==> src/rtl/music_box_pkg.sv <==
// Shared definitions for the music box recorder: FSM states, SDRAM address width
// and the pad byte used to complete a half-filled packed word.
package music_box_pkg;

  localparam int ADDR_W = 25;
  localparam logic [7:0] PAD_SAMPLE = 8'h80;

  typedef enum logic [3:0] {
    IDLE     = 4'd0,
    ARM      = 4'd1,
    CAPTURE  = 4'd2,
    ISSUE    = 4'd3,
    WAIT_ACK = 4'd4,
    FLUSH    = 4'd5,
    DONE     = 4'd6
  } rec_state_t;

endpackage

==> src/rtl/music_box_recorder_sample_buffer.sv <==
// Packs incoming 8-bit samples into 16-bit words, parks one sample while a write
// is in flight and counts samples dropped because that parking slot was full.
module recorder_sample_buffer
  import music_box_pkg::*;
#(
  parameter int PACK = 1
) (
  input  logic        clock_50Mhz,
  input  logic        reset,
  input  logic        clear,
  input  logic        capture_en,
  input  logic        hold_en,
  input  logic        pad,
  input  logic        strobe,
  input  logic [7:0]  sample,
  output logic [15:0] word,
  output logic        word_ready,
  output logic        half_full,
  output logic [15:0] overrun
);

  logic       hold_valid;
  logic [7:0] hold_data;
  logic       src_valid;
  logic [7:0] src;

  // A parked sample is always older than a fresh strobe, so it is consumed first.
  assign src_valid  = hold_valid || strobe;
  assign src        = hold_valid ? hold_data : sample;
  assign word_ready = capture_en && src_valid && ((PACK == 1) || half_full);

  always_ff @(posedge clock_50Mhz) begin
    if (reset || clear) begin
      word       <= '0;
      half_full  <= 1'b0;
      hold_valid <= 1'b0;
      hold_data  <= '0;
      overrun    <= '0;
    end else if (capture_en) begin
      if (hold_valid) begin
        hold_valid <= strobe;
        if (strobe) hold_data <= sample;
      end
      if (src_valid) begin
        if (PACK == 1) begin
          word <= {8'h00, src};
        end else if (!half_full) begin
          word[7:0] <= src;
          half_full <= 1'b1;
        end else begin
          word[15:8] <= src;
          half_full  <= 1'b0;
        end
      end
    end else if (hold_en) begin
      if (strobe) begin
        if (!hold_valid) begin
          hold_valid <= 1'b1;
          hold_data  <= sample;
        end else if (overrun != 16'hFFFF) begin
          overrun <= overrun + 16'd1;
        end
      end
    end else if (pad) begin
      word[15:8] <= PAD_SAMPLE;
      half_full  <= 1'b0;
    end
  end

endmodule

==> src/rtl/music_box_recorder.sv <==
// Records a stream of 8-bit samples into one of several SDRAM slot regions,
// one 16-bit word per write, with a request/acknowledge handshake.
module music_box_recorder
  import music_box_pkg::*;
#(
  parameter logic [4:0] STATE_ID    = 5'd4,
  parameter int         NUM_SLOTS   = 4,
  parameter int         SLOT_STRIDE = 131072,
  parameter int         MAX_WORDS   = 110250,
  parameter int         PACK        = 1
) (
  input  logic                         clock_50Mhz,
  input  logic                         reset,
  input  logic [4:0]                   mainState,
  input  logic [$clog2(NUM_SLOTS)-1:0] slot_select,
  input  logic                         sample_strobe,
  input  logic [7:0]                   sample_in,
  input  logic                         stop_request,
  output logic [ADDR_W-1:0]            sdram_inputAddress,
  output logic [15:0]                  sdram_writeData,
  output logic                         sdram_isWriting,
  output logic                         sdram_inputValid,
  input  logic                         sdram_recievedCommand,
  input  logic                         sdram_isBusy,
  output logic                         stateComplete,
  output logic [17:0]                  recordedLength,
  output logic [15:0]                  overrunCount,
  output logic [31:0]                  debugString
);

  localparam logic [17:0] MAX_LEN = 18'(MAX_WORDS);

  rec_state_t        state;
  logic [ADDR_W-1:0] base;
  logic              stop_pending;
  logic              active;
  logic [17:0]       next_len;
  logic [15:0]       word;
  logic              word_ready;
  logic              half_full;
  logic              capture_en;
  logic              hold_en;
  logic              pad;
  logic              clear;

  assign active     = (mainState == STATE_ID);
  assign clear      = (state == ARM);
  assign capture_en = active && (state == CAPTURE) && !stop_request;
  assign hold_en    = active && ((state == ISSUE) || (state == WAIT_ACK));
  assign pad        = active && (state == FLUSH);
  assign next_len   = recordedLength + 18'd1;

  assign sdram_isWriting = sdram_inputValid;
  assign debugString     = {state, 10'b0, recordedLength};

  recorder_sample_buffer #(.PACK(PACK)) u_buffer (
    .clock_50Mhz(clock_50Mhz),
    .reset      (reset),
    .clear      (clear),
    .capture_en (capture_en),
    .hold_en    (hold_en),
    .pad        (pad),
    .strobe     (sample_strobe),
    .sample     (sample_in),
    .word       (word),
    .word_ready (word_ready),
    .half_full  (half_full),
    .overrun    (overrunCount)
  );

  // A stop seen mid-write is remembered so the in-flight word still completes.
  always_ff @(posedge clock_50Mhz) begin
    if (reset) begin
      state              <= IDLE;
      base               <= '0;
      stop_pending       <= 1'b0;
      recordedLength     <= '0;
      sdram_inputAddress <= '0;
      sdram_writeData    <= '0;
      sdram_inputValid   <= 1'b0;
      stateComplete      <= 1'b0;
    end else if (!active) begin
      state            <= IDLE;
      sdram_inputValid <= 1'b0;
      stateComplete    <= 1'b0;
    end else begin
      case (state)
        IDLE: state <= ARM;
        ARM: begin
          base           <= ADDR_W'(slot_select) * ADDR_W'(SLOT_STRIDE);
          recordedLength <= '0;
          stop_pending   <= 1'b0;
          stateComplete  <= 1'b0;
          state          <= CAPTURE;
        end
        CAPTURE: begin
          if (stop_request) state <= half_full ? FLUSH : DONE;
          else if (word_ready) state <= ISSUE;
        end
        FLUSH: begin
          stop_pending <= 1'b1;
          state        <= ISSUE;
        end
        ISSUE: begin
          if (stop_request) stop_pending <= 1'b1;
          if (!sdram_isBusy) begin
            sdram_inputValid   <= 1'b1;
            sdram_inputAddress <= base + ADDR_W'(recordedLength);
            sdram_writeData    <= word;
            state              <= WAIT_ACK;
          end
        end
        WAIT_ACK: begin
          if (stop_request) stop_pending <= 1'b1;
          if (sdram_recievedCommand) begin
            sdram_inputValid <= 1'b0;
            recordedLength   <= next_len;
            state <= (next_len == MAX_LEN || stop_pending || stop_request) ? DONE : CAPTURE;
          end
        end
        DONE: begin
          stateComplete    <= 1'b1;
          sdram_inputValid <= 1'b0;
        end
        default: state <= IDLE;
      endcase
    end
  end

endmodule

==> config.mk <==
export PLATFORM = sky130hd
export DESIGN_NAME = music_box_recorder
export DESIGN_NICKNAME = d
export VERILOG_FILES = /design/src/rtl/music_box_pkg.sv /design/src/rtl/music_box_recorder_sample_buffer.sv /design/src/rtl/music_box_recorder.sv
export SDC_FILE = /design/constraint.sdc
export NUM_CORES = 1
export LEC_CHECK = 0
export BUFFER_PORTS_ARGS = -buffer_cell sky130_fd_sc_hd__buf_2
export CAP_MARGIN = 20
export CORE_MARGIN = 5
export CORE_UTILIZATION = 47
export DETAILED_ROUTE_END_ITERATION = 10
export PLACE_DENSITY = 0.76
export SLEW_MARGIN = 20
export SYNTH_ARGS = -nofsm -noshare
export SYNTH_HDL_FRONTEND = slang
export SYNTH_SLANG_ARGS = --single-unit
export TNS_END_PERCENT = 100
==> constraint.sdc <==
create_clock -name clock_50Mhz -period 2.66 [get_ports clock_50Mhz]
set_input_delay 0.665 -clock clock_50Mhz [delete_from_list [all_inputs] [get_ports clock_50Mhz]]
set_output_delay 0.665 -clock clock_50Mhz [all_outputs]
set_load 0.005 [all_outputs]
==> key figures, run 1 <==
Global routing
  – Global-route wire length before repair: 17700 um
  – Pin count of the biggest net entering global routing: 53
  – Initial antenna violation count: 0
  – Vias in the first global route: 3823
  – Congestion Overflow GR: 0
  – GRT Total Usage: 18.7%

Detailed routing
  – Routed via count: 4134
  – Antenna Nets Post-Route: 0
  – Router iterations before antenna repair: 5
  – Detailed Route WL: 10800 um
  – Drt drc: 0
  – 1st-iter DRT viols: 229
  – WL per Instance: 13.6 um
  – Via-per-instance ratio: 5.21

Synthesis
  – YS warnings: 0
  – Flops & latches, synth: 89
  – Synthesized area: 4560 sq um
  – Post-synthesis async set-or-reset flop share: 0%
  – Post-synthesis sequential area ratio: 39.1%
  – Syn Inst Count: 567
  – Ys flop type: dfxtp_1
  – Post-synth EDFFs: 0
  – Post-Syn Area per Cell: 8.04 sq um
  – Synth cell types: 59

Hold path
  – Hold/Removal Path Class: reg -> reg
  – Hold Startpoint: u_buffer.word[1]

Clocking
  – CTS Buf Count: 9
  – Cts repair resizes: 0
  – Clk sink count: 89
  – Hold Buf Count CTS: 0
  – Clk slew on worst S/H paths: 0.10 ns
  – H-tree depth: 3
  – CTS tree: built
  – Max Buffers Root-to-Sink: 2
  – Clock latency at the later pin of the worst-skew pair: 0.36 ns
  – Root buffer cell: clkbuf_8
  – Post-CTS Setup Bufs: 0

Placed design
  – Dpl hpwl: 7990 um
  – DP Area: 5100 sq um
  – GP Congestion: 0.895
  – Port Buffers: 107

Floorplanning
  – I/O pin cnt: 131
  – Die Height: 109 um
  – DIE AREA: 11800 sq um
  – Core area: 9640 sq um
  – Initial Util: 47.3%
  – Die W: 109 um
  – Row count: 36

Worst setup path
  – Slowest stage delay, CP: 0.54 ns
  – CP Buf/Inv Count: 1
  – Critical path's top delay family: simple AND/OR/NAND/NOR gates
  – Worst Setup End Kind: flop
  – Critical Path RT: 2.91 ns
  – Critical path class: in -> reg
  – Crit path max fanout: 8
  – WP data arrival: 2.64 ns
  – CP Cell Sequence: buf_2 > or4b_4 > or3b_4 > o21bai_4 > o22ai_4 > mux2i_1 > nor2_2
  – Reg2Reg Launch Point: recordedLength[0]
  – Slowest CP cell: or4b_4
  – Critical Path Source: mainState[1]
  – Setup crit start kind: primary input

Layout
  – Layout cells sized above 1: 26.7%
  – Utilization after layout: 54.9%
  – Commonest cells after routing, fill and taps aside: 107 x buf_2, 90 x nand2_1, 89 x dfxtp_1
  – Post-route cell area: 5290 sq um
  – Most common cell after layout, fill and taps aside: buf_2
  – Area growth from synthesis to layout: 16.0%
  – Diodes inserted: 0
  – # nets final: 681

STA
  – Final period util: 89.6%
  – Final Hold Fails: 0
  – Tightest Pin Transition: 0.531 ns
  – Max Freq: 0.420 GHz
  – Slew HR: 64.6%
  – Min Tclk post-route: 2.38 ns
  – Max-slew violations: 0
  – RSZ-0062 raised after global routing: false
  – Max Clock Skew: 0.0142 ns
  – Final setup viols: 0

Outcome
  – Status: finished clean

Power
  – Maximum vdd drop: 0.276 mV
  – Pwr Density: 433 nW/um^2
  – Pleak: 2.10 nW

Flow run
  – Max Cap Violations: 0
==> layout make-up <==
class                   instances  area [sq um]
multi-input cells             411          2370
well taps                     133           166
clock buffers                   9           124
repair buffers                136           753
clock inverters                 7          65.1
inverters                       8          30.0
flip-flops and latches         89          1780
fillers                       937          4350
==> worst register-to-register path: cells and delay by family (launching register included) <==
| kind | cells | cell delay [ns] |
|---|---|---|
| AOI/OAI and AO/OA | 2 | 0.66 |
| DFF | 1 | 0.43 |
| adders and majority gates | 1 | 0.32 |
| and+or+nand+nor | 2 | 0.75 |
==> synthesized netlist by cell type (9+ instances only) <==
master    count  share of area (%)
mux2i_1      17                3.7
nor2_1       56                4.6
clkbuf_1     30                2.5
nand2_1      90                7.4
buf_4        42                6.9
nor3_1       11                1.2
nand3_1      17                1.9
dfxtp_1      89                 39
a211oi_1     15                2.5
o21ai_0      12                1.3
a31oi_1       9                1.2
a21oi_1      51                5.6
xor2_1       12                2.3
nand4_1      12                1.6
==> through the flow <==
step,worst slack [ns],cells,setup TNS (ns),power [W],hold slack (ns)
global route,0.190,793,0,0.00240,0.465
floorplan,0.0929,589,0,0.00142,0.431
global placement,-0.0346,777,-0.266,0.00143,0.438
CTS,0.289,793,0,0.00233,0.454
detailed placement,-0.105,777,-0.717,0.00143,0.444
finish,0.278,793,0,0.00229,0.457
==> flip-flops by register name, summed over array words and instances, names as in the netlist <==
register and count:
sdram_inputValid 1, u_buffer.hold_data 8, u_buffer.overrun 16, u_buffer.hold_valid 1, state 3, sdram_inputAddress 20
recordedLength 18, stateComplete 1, base 2, stop_pending 1, sdram_writeData 9, u_buffer.word 9
==> per-layer routing <==
layer	track usage [%]	up-vias	share of wire, %
li1	-	2080	-
met1	23.7	1891	43
met2	30.5	147	47
met3	3.70	16	7.7
met4	8.48	0	2.3
met5	0	-	0
==> cells by family (layout without fill, tap and decap cells) <==
group	count (synthesis)	in the layout	synth area share [%]
AND/OR/NAND/NOR	234	234	25.0
adder cells (fa/ha/maj)	5	5	1.37
multiplexers	17	17	3.73
AO/OA/AOI/OAI	115	115	16.5
other	1	23	0.0822
flip-flops	89	89	39.1
XOR/XNOR	17	17	3.26
buffers and inverters	89	160	10.9
==> where the power goes <==
part / switching (W) / internal (W)
combinational: 0.0000483 / 0.0000217
clock: 0.000530 / 0.000359
sequential: 0.000000404 / 0.00133
==> final timing paths <==
kind                                              end  slack [ns]  depth (start not counted)
worst min-delay path               sdram_writeData[1]        0.46                          2
worst max register to register               state[2]        0.42                          5
worst min register to register     sdram_writeData[1]        0.46                          2
worst max-delay path            u_buffer.hold_data[5]        0.28                          7
Power figures use the tool's default switching activity.
==> run 2: changes to the inputs <==
Settings changed: CORE_UTILIZATION 47 to 48, HOLD_SLACK_MARGIN set to 0.06, PLACE_DENSITY 0.76 to 0.77, SYNTH_HIERARCHICAL set to 1.
==> run 2 against run 1 <==
  * Core utilization rose by 1.2 points
  * Synthesized cell count grew 7.9%
  * Die area is 6.3% higher
  * Register-to-register slack worse by 0.09 ns
  * Combinational power up 5.8%
  * Global-route usage rose by 0.78 points
==> key figures, run 2 <==
Clocking
  – Clk sink count: 96
  – Post-CTS Setup Bufs: 0
  – Cts repair resizes: 0
  – H-tree depth: 3
  – Clock latency at the later pin of the worst-skew pair: 0.37 ns
  – CTS tree: built
  – CTS Buf Count: 9
  – Max Buffers Root-to-Sink: 2
  – Root buffer cell: clkbuf_8
  – Hold Buf Count CTS: 0
  – Clk slew on worst S/H paths: 0.10 ns

Placed design
  – Port Buffers: 114
  – GP Congestion: 0.868
  – DP Cell Count: 833
  – Dpl hpwl: 8720 um
  – DP Area: 5550 sq um

Global routing
  – Congestion Overflow GR: 0
  – Initial antenna violation count: 1
  – GRT Total Usage: 19.4%
  – Pin count of the biggest net entering global routing: 63
  – Vias in the first global route: 4393
  – Global-route wire length before repair: 20500 um

Floorplanning
  – Core area: 10200 sq um
  – Die Height: 112 um
  – I/O pin cnt: 131
  – Die W: 112 um
  – Row count: 37
  – DIE AREA: 12500 sq um
  – Initial Util: 48.7%

Layout
  – Diodes inserted: 0
  – # nets final: 734
  – Max FFs per register: 20
  – Largest registers: sdram_inputAddress: 20 flops, recordedLength: 18 flops
  – Biggest register: sdram_inputAddress
  – Area growth from synthesis to layout: 15.2%
  – Final std cells w/o fill: 849
  – Most common cell after layout, fill and taps aside: buf_2
  – Post-route cell area: 5740 sq um
  – Layout cells sized above 1: 26.1%
  – Fill cells: 966
  – Commonest cells after routing, fill and taps aside: 114 x buf_2, 96 x dfxtp_1, 93 x nand2_1

Worst setup path
  – Worst Setup End Kind: flop
  – Slowest stage delay, CP: 0.57 ns
  – Reg2Reg Launch Point: state[2]
  – Critical path's top delay family: simple AND/OR/NAND/NOR gates
  – CP Cell Sequence: buf_2 > or4b_4 > nor3_1 > buf_4 > nand4b_1 > a211oi_1 > a21oi_1 > a31o_2
  – Crit path max fanout: 3
  – CP Buf/Inv Count: 2
  – Critical Path RT: 2.93 ns
  – R2R cell count: 9
  – Slowest CP cell: or4b_4
  – R2r setup slk: 0.33 ns
  – Setup crit start kind: primary input
  – Reg2reg end: u_buffer/overrun[10]
  – Critical path class: in -> reg
  – WP data arrival: 2.64 ns

STA
  – Slew HR: 44.8%
  – Max Freq: 0.422 GHz
  – Min Tclk post-route: 2.37 ns
  – Hold slack: 0.453 ns
  – Max-slew violations: 0
  – Final setup viols: 0
  – Sum Neg Setup Slack: 0 ns
  – Final Hold Fails: 0
  – Max Clock Skew: 0.00910 ns
  – Final period util: 89.1%
  – Tightest Pin Transition: 0.826 ns
  – RSZ-0062 raised after global routing: false

Power
  – Clk pwr share: 38.2%
  – Switching part of the total power: 24.8%
  – Pwr Total: 0.00244 W
  – Sequential share of power: 58.7%
  – Internal Power: 0.00184 W
  – Logic pwr share: 3.0%
  – Maximum vdd drop: 0.285 mV
  – Pleak: 2.43 nW
  – Net Sw Power: 0.000605 W
  – Pwr Density: 426 nW/um^2

Synthesis
  – Post-synthesis async set-or-reset flop share: 0%
  – Post-synth EDFFs: 0
  – Top-area cell type share of the netlist area: 38.6%
  – Post-synthesis sequential area ratio: 38.6%
  – Flops & latches, synth: 96
  – Synthesized area: 4980 sq um
  – Post-Syn Area per Cell: 8.14 sq um
  – Ys flop type: dfxtp_1
  – Most common cell in the synthesized netlist: dfxtp_1
  – YS warnings: 6
  – Top cells by count, synth: 96 x dfxtp_1, 93 x nand2_1, 67 x a21oi_1
  – Synth cell types: 63
  – Synth area leaders: dfxtp_1 39%, buf_4 7.5%, nand2_1 7.0%, a21oi_1 6.7%, nor2_1 4.1%
  – Syn Inst Count: 612
  – Post-synth top area cell: dfxtp_1

Hold path
  – Hold/Removal Path Class: reg -> reg
  – Hold Startpoint: u_buffer/word[15]
  – Worst hold endpoint: sdram_writeData[15]
  – Hold depth: 2

Detailed routing
  – WL per Instance: 14.3 um
  – Detailed Route WL: 12100 um
  – Via-per-instance ratio: 5.45
  – Drt drc: 0
  – 1st-iter DRT viols: 167
  – Antenna Nets Post-Route: 0
  – Routed via count: 4625
  – Router iterations before antenna repair: 4

Outcome
  – Status: finished clean

Flow run
  – Max Cap Violations: 0
-- run 2: cell count changes after synthesis, sizes merged, moves of 11 or more --
cell / delta
o21ai: +11
a21oi: +16
buf: +11
clkbuf: -13
xor2: -11
-- run 2: worst register-to-register path, stage by stage (launching register included) --
cell,delay [ns]
dfxtp_1,0.45
nor2b_1,0.29
and2_1,0.19
a21oi_1,0.05
nor3_1,0.14
buf_4,0.15
nand4b_1,0.21
a211oi_1,0.42
a21oi_1,0.12
a31o_2,0.22
-- run 2: cell families (layout without fill, tap and decap cells) --
logic type,after synthesis,in the layout,synth area share [%]
buffers and inverters,91,170,11.0
other,2,24,0.151
muxes,19,19,3.82
AOI/OAI and AO/OA,137,137,16.7
DFF,96,96,38.6
and+or+nand+nor,256,256,27.4
adders and majority gates,5,5,1.26
xor gates and xnor gates,6,6,1.05
-- run 2: power by group through the flow --
stage	clock network (W)	logic, W	registers, W
2_1_floorplan	0	0.0000660	0.00147
3_3_place_gp	0	0.0000717	0.00147
3_5_place_dp	0	0.0000736	0.00147
4_1_cts	0.000959	0.0000740	0.00144
5_1_grt	0.00102	0.0000840	0.00144
6_report	0.000934	0.0000742	0.00144
-- run 2: cell type report --
| type | instances | area (sq um) | area share [%] |
|---|---|---|---|
| Inverter | 12 | 47.5 | 0.829 |
| Multi-Input combinational cell | 447 | 2620 | 45.6 |
| Tap cell | 136 | 170 | 2.97 |
| Sequential cell | 96 | 1920 | 33.5 |
| Clock inverter | 6 | 51.3 | 0.894 |
| Timing Repair Buffer | 142 | 793 | 13.8 |
| Clock buffer | 10 | 138 | 2.40 |
-- run 2: worst max-delay path by stage --
stage                  from               endpoint  slack, ns  depth (start not counted)
2_1_floorplan  mainState[4]               state[2]      -0.18                         11
3_5_place_dp   mainState[4]  u_buffer/hold_data[3]       -0.1                          9
3_3_place_gp   mainState[4]    u_buffer/overrun[3]      -0.06                          9
5_1_grt            state[2]    u_buffer/overrun[4]       0.13                         10
4_1_cts        mainState[4]               state[2]       0.30                         11
6_report       mainState[4]   u_buffer/overrun[10]       0.29                          8
-- run 2: metal layers --
layer	global-route usage (%)	share of wire (%)	routed length (um)
met4	6.24	1.5	176
met1	22.5	41	5000
met3	5.33	7.5	904
met5	0	0.058	7
met2	34.6	50	6010
-- run 2: metrics by stage --
| stage | setup slack [ns] | util (%) |
|---|---|---|
| after floorplan | -0.178 | - |
| after global placement | -0.0646 | 54.2 |
| after detailed placement | -0.0995 | 54.2 |
| after CTS | 0.301 | 56.1 |
| after global routing | 0.128 | 56.1 |
| final | 0.290 | 56.1 |
==> run 3: changes to the inputs <==
--- a/config.mk
+++ b/config.mk
@@ -13,4 +13,5 @@
 export HOLD_SLACK_MARGIN = 0.06
 export PLACE_DENSITY = 0.77
+export RECOVER_POWER = 50
 export SLEW_MARGIN = 20
 export SYNTH_ARGS = -nofsm -noshare
==> constraint.sdc (replaced) <==
create_clock -name clock_50Mhz -period 2.66 [get_ports clock_50Mhz]
set_input_delay 0.665 -clock clock_50Mhz [delete_from_list [all_inputs] [get_ports clock_50Mhz]]
set_output_delay 0.665 -clock clock_50Mhz [all_outputs]
set_load 0.01 [all_outputs]
==> run 3 against run 2 <==
  * Setup slack worse by 0.0097 ns
  * Register-to-register slack hardly changed
  * Final cell count stayed put
  * Largest cell class unchanged
  * Sequential power hardly changed
  * Non-clock buffer count stayed put
==> key figures, run 3 (synthesis results as in run 2) <==
STA
  – Final period util: 89.5%
  – Slew HR: 45.8%
  – Tightest Pin Transition: 0.810 ns
  – Final Hold Fails: 0
  – Final setup viols: 0
  – Min Tclk post-route: 2.38 ns
  – Max Clock Skew: 0.00880 ns
  – RSZ-0062 raised after global routing: false
  – Max-slew violations: 0
  – Max Freq: 0.420 GHz

Placed design
  – DP Cell Count: 833
  – Dpl hpwl: 8720 um
  – Port Buffers: 114
  – GP Congestion: 0.868

Layout
  – Largest registers: sdram_inputAddress: 20 flops, recordedLength: 18 flops
  – Final std cells w/o fill: 849
  – Area growth from synthesis to layout: 12.6%
  – Commonest cells after routing, fill and taps aside: 96 x dfxtp_1, 93 x nand2_1, 89 x clkbuf_1
  – Diodes inserted: 0
  – Most common cell after layout, fill and taps aside: dfxtp_1
  – Area of the multi-input gates: 2620 sq um
  – # nets final: 734
  – Fill cells: 1016
  – Biggest register: sdram_inputAddress
  – Max FFs per register: 20
  – FF+latch area: 1920 sq um
  – Layout cells sized above 1: 13.6%
  – Utilization after layout: 54.8%

Detailed routing
  – Routed via count: 4591
  – Router iterations before antenna repair: 4
  – Via-per-instance ratio: 5.41
  – Detailed Route WL: 12100 um
  – Antenna Nets Post-Route: 0
  – WL per Instance: 14.2 um
  – 1st-iter DRT viols: 167
  – Drt drc: 0

Clocking
  – Hold Buf Count CTS: 0
  – CTS tree: built
  – H-tree depth: 3
  – CTS Buf Count: 9
  – Root buffer cell: clkbuf_8
  – Max Buffers Root-to-Sink: 2
  – Post-CTS Setup Bufs: 0
  – Clk sink count: 96
  – Clock latency at the later pin of the worst-skew pair: 0.37 ns
  – Clk slew on worst S/H paths: 0.10 ns
  – Cts repair resizes: 0

Outcome
  – Status: finished clean

Global routing
  – Pin count of the biggest net entering global routing: 63
  – Global-route wire length before repair: 20500 um
  – GRT Total Usage: 19.4%
  – Vias in the first global route: 4393
  – Congestion Overflow GR: 0
  – Initial antenna violation count: 1

Worst setup path
  – Crit path max fanout: 3
  – Critical path class: in -> reg
  – Worst Setup End Kind: flop
  – Critical Path Source: mainState[4]
  – Reg2Reg Launch Point: state[2]
  – Setup crit start kind: primary input
  – Critical Path RT: 2.95 ns
  – WP data arrival: 2.67 ns

Floorplanning
  – Core area: 10200 sq um
  – Initial Util: 48.7%
  – Die W: 112 um
  – Row count: 37
  – I/O pin cnt: 131
  – DIE AREA: 12500 sq um
  – Die Height: 112 um

Hold path
  – Hold Startpoint: u_buffer/word[15]
  – Hold/Removal Path Class: reg -> reg

Power
  – Pwr Density: 436 nW/um^2
  – Maximum vdd drop: 0.285 mV
  – Pleak: 2.03 nW

Flow run
  – Max Cap Violations: 0
==> run 3: stage by stage <==
step | setup slack [ns] | instance area (sq um) | total power [W] | hold slack, ns | setup TNS, ns
2_1_floorplan | -0.178 | 5100 | 0.00154 | 0.431 | -0.304
3_3_place_gp | -0.0646 | 5550 | 0.00155 | 0.438 | -0.731
3_5_place_dp | -0.0995 | 5550 | 0.00155 | 0.443 | -1.02
4_1_cts | 0.301 | 5740 | 0.00247 | 0.451 | 0
5_1_grt | 0.107 | 5610 | 0.00255 | 0.477 | 0
6_report | 0.280 | 5610 | 0.00245 | 0.452 | 0
==> run 3: where the power goes <==
group	internal (W)	total, W	switching [W]
clock network	0.000381	0.000932	0.000551
registers	0.00144	0.00144	0.0000000778
logic	0.0000222	0.0000791	0.0000569
==> run 3: layout make-up <==
cell class              count  share of cell area [%]
inverters                  12                   0.848
flip-flops and latches     96                    34.3
multi-input cells         447                    46.6
clock inverters             6                   0.915
well taps                 136                    3.03
clock buffers              10                    2.45
repair buffers            142                    11.8
==> run 3: worst paths after layout <==
| path | slack, ns | to | cells past startpoint |
|---|---|---|---|
| hold reg to reg | 0.45 | sdram_writeData[15] | 2 |
| setup reg to reg | 0.32 | u_buffer/overrun[10] | 9 |
| setup / recovery | 0.28 | state[2] | 11 |
| hold / removal | 0.45 | sdram_writeData[15] | 2 |
==> run 3: critical path, cell delays in order <==
cell      delay (ns)
buf_2           0.10
or4b_4          0.57
nor2_4          0.13
and4_4          0.24
inv_4           0.04
nor2_4          0.08
nor3_2          0.04
a21oi_1         0.17
nor3_2          0.08
or3_1           0.33
a221oi_2        0.23
==> run 3: routing by layer <==
metal	global-route usage, %	wire, um	part of all wire [%]	vias up
met5	0	7	0.058	-
met4	6.24	165	1.4	2
met3	5.33	856	7.1	22
met2	34.6	6090	50	129
met1	22.5	4950	41	2142
li1	-	-	-	2296
